**config.mk**
```make
export PLATFORM = sky130hd
export DESIGN_NAME = vram_bus_arbiter
export DESIGN_NICKNAME = d
export VERILOG_FILES = /design/src/rtl/vram_bus_arbiter_pkg.sv /design/src/rtl/vram_bus_arbiter_busak_sync.sv /design/src/rtl/vram_bus_arbiter.sv
export SDC_FILE = /design/constraint.sdc
export NUM_CORES = 1
export LEC_CHECK = 0
export ABC_AREA = 1
export CAP_MARGIN = 40
export CORE_ASPECT_RATIO = 1.25
export CORE_MARGIN = 1.5
export CORE_UTILIZATION = 24
export CTS_CLUSTER_DIAMETER = 60
export DETAILED_ROUTE_END_ITERATION = 7
export GPL_TIMING_DRIVEN = 0
export PLACE_DENSITY = 0.8
export REMOVE_ABC_BUFFERS = 1
export SLEW_MARGIN = 20
export SYNTH_ARGS = -nofsm -noshare
export SYNTH_HDL_FRONTEND = slang
export SYNTH_SLANG_ARGS = --single-unit
```
**constraint.sdc**
```tcl
create_clock -name CLK -period 1.88 [get_ports CLK]
set_input_delay 0.376 -clock CLK [delete_from_list [all_inputs] [get_ports CLK]]
set_output_delay 0.376 -clock CLK [all_outputs]
set_load 0.05 [all_outputs]
```
**src/rtl/vram_bus_arbiter_pkg.sv**
```systemverilog
// Shared definitions for the PC-8001 video/CPU SRAM arbiter: state encoding,
// SRAM address width and the text VRAM base address.
package pc8001_bus_pkg;

    localparam int SRAM_AW = 17;
    localparam logic [SRAM_AW-1:0] VRAM_BASE = 17'h0F300;

    typedef enum logic [1:0] {
        ST_IDLE  = 2'd0,
        ST_REQ   = 2'd1,
        ST_GRANT = 2'd2,
        ST_REL   = 2'd3
    } arb_state_e;

endpackage

```
**src/rtl/vram_bus_arbiter_busak_sync.sv**
```systemverilog
// Single-flop register for the Z80 BUSAK_n input; resets to the released level (1)
// so the arbiter never sees a phantom acknowledge out of reset.
module busak_sync (
    input  logic clk_i,
    input  logic rst_i,
    input  logic d_i,
    output logic q_o
);

    logic q_q;

    always_ff @(posedge clk_i or posedge rst_i) begin
        if (rst_i) begin
            q_q <= 1'b1;
        end else begin
            q_q <= d_i;
        end
    end

    assign q_o = q_q;

endmodule

```
**src/rtl/vram_bus_arbiter.sv**
```systemverilog
// Video DMA bus-grant responder: halts the Z80 via BUSRQ_n, grants SRAM to the video
// fetcher once BUSAK_n is seen, and muxes SRAM address/control. Optional REQ timeout
// with sticky error flag is enabled by defining ARB_TIMEOUT_EN.
module vram_bus_arbiter
    import pc8001_bus_pkg::*;
#(
    parameter int AW = SRAM_AW
`ifdef ARB_TIMEOUT_EN
    ,
    parameter int TIMEOUT_CYC = 256
`endif
) (
    input  logic          CLK,
    input  logic          RST,
    input  logic          vid_busreq,
    output logic          vid_busack,
    input  logic [AW-1:0] vid_adr,
    output logic [7:0]    vid_data,
    input  logic [AW-1:0] cpu_adr,
    input  logic          cpu_mreq,
    input  logic          cpu_rd,
    input  logic          cpu_wr,
    input  logic [7:0]    cpu_dout,
    output logic [7:0]    cpu_din,
    output logic          z80_busrq_n,
    input  logic          z80_busak_n,
    output logic [AW-1:0] sram_adr,
    output logic [7:0]    sram_dq_o,
    output logic          sram_dq_oe,
    input  logic [7:0]    sram_dq_i,
    output logic          sram_we_n,
    output logic          sram_oe_n,
    output logic          arb_err
);

    arb_state_e state_q, state_d;
    logic       busrq_n_q, busrq_n_d;
    logic       grant_q, grant_d;
    logic       busak_q;
    logic       start_ok;
    logic       timeout;

    busak_sync u_busak_sync (
        .clk_i (CLK),
        .rst_i (RST),
        .d_i   (z80_busak_n),
        .q_o   (busak_q)
    );

`ifdef ARB_TIMEOUT_EN
    localparam int CW = (TIMEOUT_CYC > 256) ? $clog2(TIMEOUT_CYC) : 8;

    logic [CW-1:0] cnt_q, cnt_d;
    logic          err_q;
    logic          blk_q;

    // Timeout only fires while the request is still live and unacknowledged.
    assign cnt_d    = (state_q == ST_REQ) ? cnt_q + 1'b1 : '0;
    assign timeout  = (state_q == ST_REQ) && vid_busreq && busak_q &&
                      (cnt_q == CW'(TIMEOUT_CYC - 1));
    assign start_ok = vid_busreq && !blk_q;
    assign arb_err  = err_q;

    always_ff @(posedge CLK or posedge RST) begin
        if (RST) begin
            cnt_q <= '0;
            err_q <= 1'b0;
            blk_q <= 1'b0;
        end else begin
            cnt_q <= cnt_d;
            if (timeout) begin
                err_q <= 1'b1;
            end
            // A timed-out request must drop before it may be retried.
            if (timeout) begin
                blk_q <= 1'b1;
            end else if (!vid_busreq) begin
                blk_q <= 1'b0;
            end
        end
    end
`else
    assign timeout  = 1'b0;
    assign start_ok = vid_busreq;
    assign arb_err  = 1'b0;
`endif

    always_ff @(posedge CLK or posedge RST) begin
        if (RST) begin
            state_q   <= ST_IDLE;
            busrq_n_q <= 1'b1;
            grant_q   <= 1'b0;
        end else begin
            state_q   <= state_d;
            busrq_n_q <= busrq_n_d;
            grant_q   <= grant_d;
        end
    end

    always_comb begin
        state_d   = state_q;
        busrq_n_d = busrq_n_q;
        grant_d   = grant_q;
        case (state_q)
            ST_IDLE: begin
                busrq_n_d = 1'b1;
                grant_d   = 1'b0;
                if (start_ok) begin
                    state_d   = ST_REQ;
                    busrq_n_d = 1'b0;
                end
            end
            ST_REQ: begin
                if (!vid_busreq) begin
                    state_d   = ST_REL;
                    busrq_n_d = 1'b1;
                end else if (!busak_q) begin
                    state_d = ST_GRANT;
                    grant_d = 1'b1;
                end else if (timeout) begin
                    state_d   = ST_REL;
                    busrq_n_d = 1'b1;
                end
            end
            ST_GRANT: begin
                // Losing BUSAK_n here means the Z80 was reset under us.
                if (!vid_busreq || busak_q) begin
                    state_d   = ST_REL;
                    grant_d   = 1'b0;
                    busrq_n_d = 1'b1;
                end
            end
            ST_REL: begin
                busrq_n_d = 1'b1;
                grant_d   = 1'b0;
                if (busak_q) begin
                    state_d = ST_IDLE;
                end
            end
            default: begin
                state_d   = ST_IDLE;
                busrq_n_d = 1'b1;
                grant_d   = 1'b0;
            end
        endcase
    end

    assign vid_busack  = grant_q;
    assign z80_busrq_n = busrq_n_q;

    // SRAM mux: a CPU write during GRANT is a protocol violation and is dropped.
    always_comb begin
        if (state_q == ST_GRANT) begin
            sram_adr   = vid_adr;
            sram_oe_n  = 1'b0;
            sram_we_n  = 1'b1;
            sram_dq_oe = 1'b0;
        end else begin
            sram_adr   = cpu_adr;
            sram_oe_n  = ~(cpu_mreq & cpu_rd);
            sram_we_n  = ~(cpu_mreq & cpu_wr);
            sram_dq_oe = cpu_mreq & cpu_wr;
        end
    end

    assign sram_dq_o = cpu_dout;
    assign vid_data  = sram_dq_i;
    assign cpu_din   = sram_dq_i;

endmodule

```
==> metrics.md <==
| Metric | Value |
|---|---|
| Mapped Area | 740.7 µm² |
| Hold WS | about 0.33 ns |
| Largest stage delay, worst path | 0.40 ns |
| Yosys warns | 0 |
| Final Cycle Share | between 90% and 100% |
| Die area | around 0.0034 mm² |
| Sequential share of power | between 10% and 20% |
| Root Driver | clkbuf_4 |
| Cell family contributing the most delay on the critical path | buffers and inverters |
| GPL Wtd Cong | around 0.83 |
| Setup TNS | 0 ns |
| RSZ-0062 raised after global routing | yes |
| Final-report max-slew violation count | 0 |
| Global-route wire length before repair | around 4100 µm |
| Combinational power share | 83.8% |
| Routed WL | just under 3000 µm |
| Multiplexer area fraction after synthesis | 0% |
| Initial antenna violation count | 0 |
| Max Clock Freq | 556.0 MHz |
| Seq/Total Area, Yosys | between 10% and 20% |
| Area Growth Syn to Fin | 65.20% |
| Combinational family with the most area after synthesis | simple AND/OR/NAND/NOR gates |
| Setup crit start kind | flop |
| Layout cells sized above 1 | just under 20% |
| Worst VDD drop | 0.6431 mV |
| Worst-path clk slew | roughly 0.040 ns |
| Via count | slightly below 900 |
| Minimum clock period | between 1.5 and 2 ns |
| Net switching power | around 1.2 mW |
| Initial Util | around 25% |
| Crit Path Class | flop to primary output |
| Vias in the first global route | ~800 |
| Post-synthesis adder-cell area fraction | ~8.4% |
| Chip width | about 53 µm |
| Pin count of the biggest net entering global routing | 19 |
| Chip Height | ~65 µm |
| Switching Share | just over 60% |
| Core area | slightly below 0.003 mm² |
| Grt ovf | 0 |
| Min-delay worst type | input port to async pin |
| Global Route Usage Sum | ~17% |
| Fin. Hold Viols | 0 |
| Number of H-tree levels | 1 |
| Mapped Cells | 125 |
| Final Skew | roughly 0.0034 ns |
| #FFs+latches synth | 5 |
| Hpwl dp | about 2400 µm |
| P_int | between 700 and 800 µW |
| Critical path's slowest cell | dfrtp_2 |
| Antenna diodes | 0 |
| Rows | 22 |
| Max Root-Sink Buffers | 2 |
| CP required | approximately 1.5 ns |
| # DRC | 0 |
| CTS Hold Buffers Added | 0 |
| Mean Syn Cell Area | between 5 and 6 µm² |
| Slew @ Worst Pin | a little over 0.5 ns |
| CP arrival | ~1.4 ns |
| # IOs | 104 |
| Worst Path Max Fanout | 18 |
| Drt pass-1 iters | 4 |
| CP endpoint kind | primary output |
| Setup violators final | 0 |
| Sink Count | 5 |
| Leakage | 0.6442 nW |
| Worst path cell trace | inv_2 > ha_4 > inv_4 > nand3_1 > inv_1 > buf_4 |
| Wire per inst | about 15 µm |
| Pre-CTS setup slack | -0.9649 ns |
| Status | finished clean |
| Port Buffers | between 60 and 70 |
| Count of cell types in the netlist | 14 |
| Routed Antenna Nets | 0 |
| CTS Buf Count | 3 |
| Clock power share | roughly 5.9% |
| Fin worst setup slack | 0.08136 ns |
| 1st-iter DRT viols | 18 |
| DR vias/cell | ~4.4 |
| Slew HR | around 66% |
| Synth Area in Compound Gates | about 4.7% |
| Max cap viols | 0 |
| CP bufs+invs | 4 |
| Clk Latency, worst-skew pair | ~0.23 ns |
| Power per Cell Area | between 1500 and 2000 mW/mm² |
| CTS tree | done |
| Layout net count | between 200 and 250 |
| XOR/XNOR Fraction of Synth Area | 0% |
| Post-Synth Simple-Gate Area | 36.49% |
==> logic make-up after synthesis <==
kind of cell,Yosys count
AND/OR/NAND/NOR,70
flip-flops,5
buffers and inverters,37
AO/OA/AOI/OAI,7
adder cells (fa/ha/maj),5
other,1
==> registers in the layout, indices dropped and copies added (netlist names) <==
register and cells:
z80_busrq_n 1, u_busak_sync.q_o 1, state_q 2, vid_busack 1
==> power by group through the flow <==
| stage | sequential (mW) | clock (mW) | combinational, mW |
|---|---|---|---|
| 6_report | 0.203 | 0.117 | 1.66 |
| 2_1_floorplan | 0.251 | 0 | 1.02 |
| 5_1_grt | 0.211 | 0.133 | 1.78 |
| 4_1_cts | 0.200 | 0.123 | 1.63 |
| 3_3_place_gp | 0.194 | 0 | 1.61 |
| 3_5_place_dp | 0.196 | 0 | 1.62 |
==> layout by cell type (no fill, tap or decap) <==
| cell type | count |
|---|---|
| inv_2 | 1 |
| conb_1 | 1 |
| inv_4 | 1 |
| buf_4 | 12 |
| dfstp_2 | 2 |
| nand2_1 | 64 |
| o21ai_0 | 6 |
| dfrtp_1 | 2 |
| buf_12 | 1 |
| dfrtp_2 | 1 |
| inv_1 | 7 |
| buf_2 | 2 |
| clkbuf_4 | 7 |
| ha_4 | 1 |
| clkbuf_1 | 1 |
| dlygate4sd2_1 | 1 |
| buf_6 | 3 |
| a21oi_1 | 1 |
| ha_1 | 4 |
| nor2_2 | 1 |
| nor2_1 | 1 |
| nand3_1 | 4 |
| clkdlybuf4s50_1 | 41 |
==> final timing paths <==
kind	cells past startpoint	start	to	slack, ns
worst max-delay path	6	state_q[0]	sram_dq_oe	0.08
worst min-delay path	2	RST	vid_busack	0.33
worst max register to register	8	state_q[0]	state_q[0]	0.45
worst min register to register	2	vid_busack	vid_busack	0.47
max in group asynchronous	2	RST	u_busak_sync.q_o	1.32
min in group CLK	2	vid_busack	vid_busack	0.47
==> cell type report <==
| cell class | count | area, µm² |
|---|---|---|
| Tap cell | 36 | 45.04 |
| Sequential cell | 5 | 128.9 |
| Timing Repair Buffer | 64 | 603.1 |
| Inverter | 9 | 36.28 |
| Fill cell | 325 | 1722 |
| Multi-Input combinational cell | 83 | 384.1 |
| Clock buffer | 4 | 26.28 |
==> metal layers <==
layer / GRT usage (%) / vias to the layer above / routed length [µm]
li1: - / 428 / -
met1: 13.70 / 364 / 883
met2: 29.06 / 84 / 1406
met3: 14.32 / 2 / 612
met4: 4.808 / 0 / 19
met5: 9.259 / - / 0
==> through the flow <==
| step | util [%] | power, mW | area [µm²] | instances |
|---|---|---|---|---|
| detailed placement | 40.70 | 1.816 | 1199 | 195 |
| global route | 41.55 | 2.128 | 1224 | 201 |
| global placement | 40.70 | 1.802 | 1199 | 195 |
| finish | 41.55 | 1.979 | 1224 | 201 |
| floorplan | - | 1.276 | 533.0 | 97 |
| CTS | 40.78 | 1.949 | 1201 | 201 |
==> synthesized netlist by cell type, drive strengths merged <==
master,number,area [µm²]
a21oi,1,5.000
nand2,64,240.2
buf,28,207.7
nand3,4,20.02
nor2,2,10.01
o21ai,6,30.03
dfrtp,3,75.07
ha,5,62.56
inv,9,33.78
dfstp,2,52.55
conb,1,3.750
==> timing repair <==
item	4_1_cts	5_1_grt
resized for setup	119	8
setup buffers	2	0
setup endpoints to repair	23	20
Power figures use the tool's default switching activity.
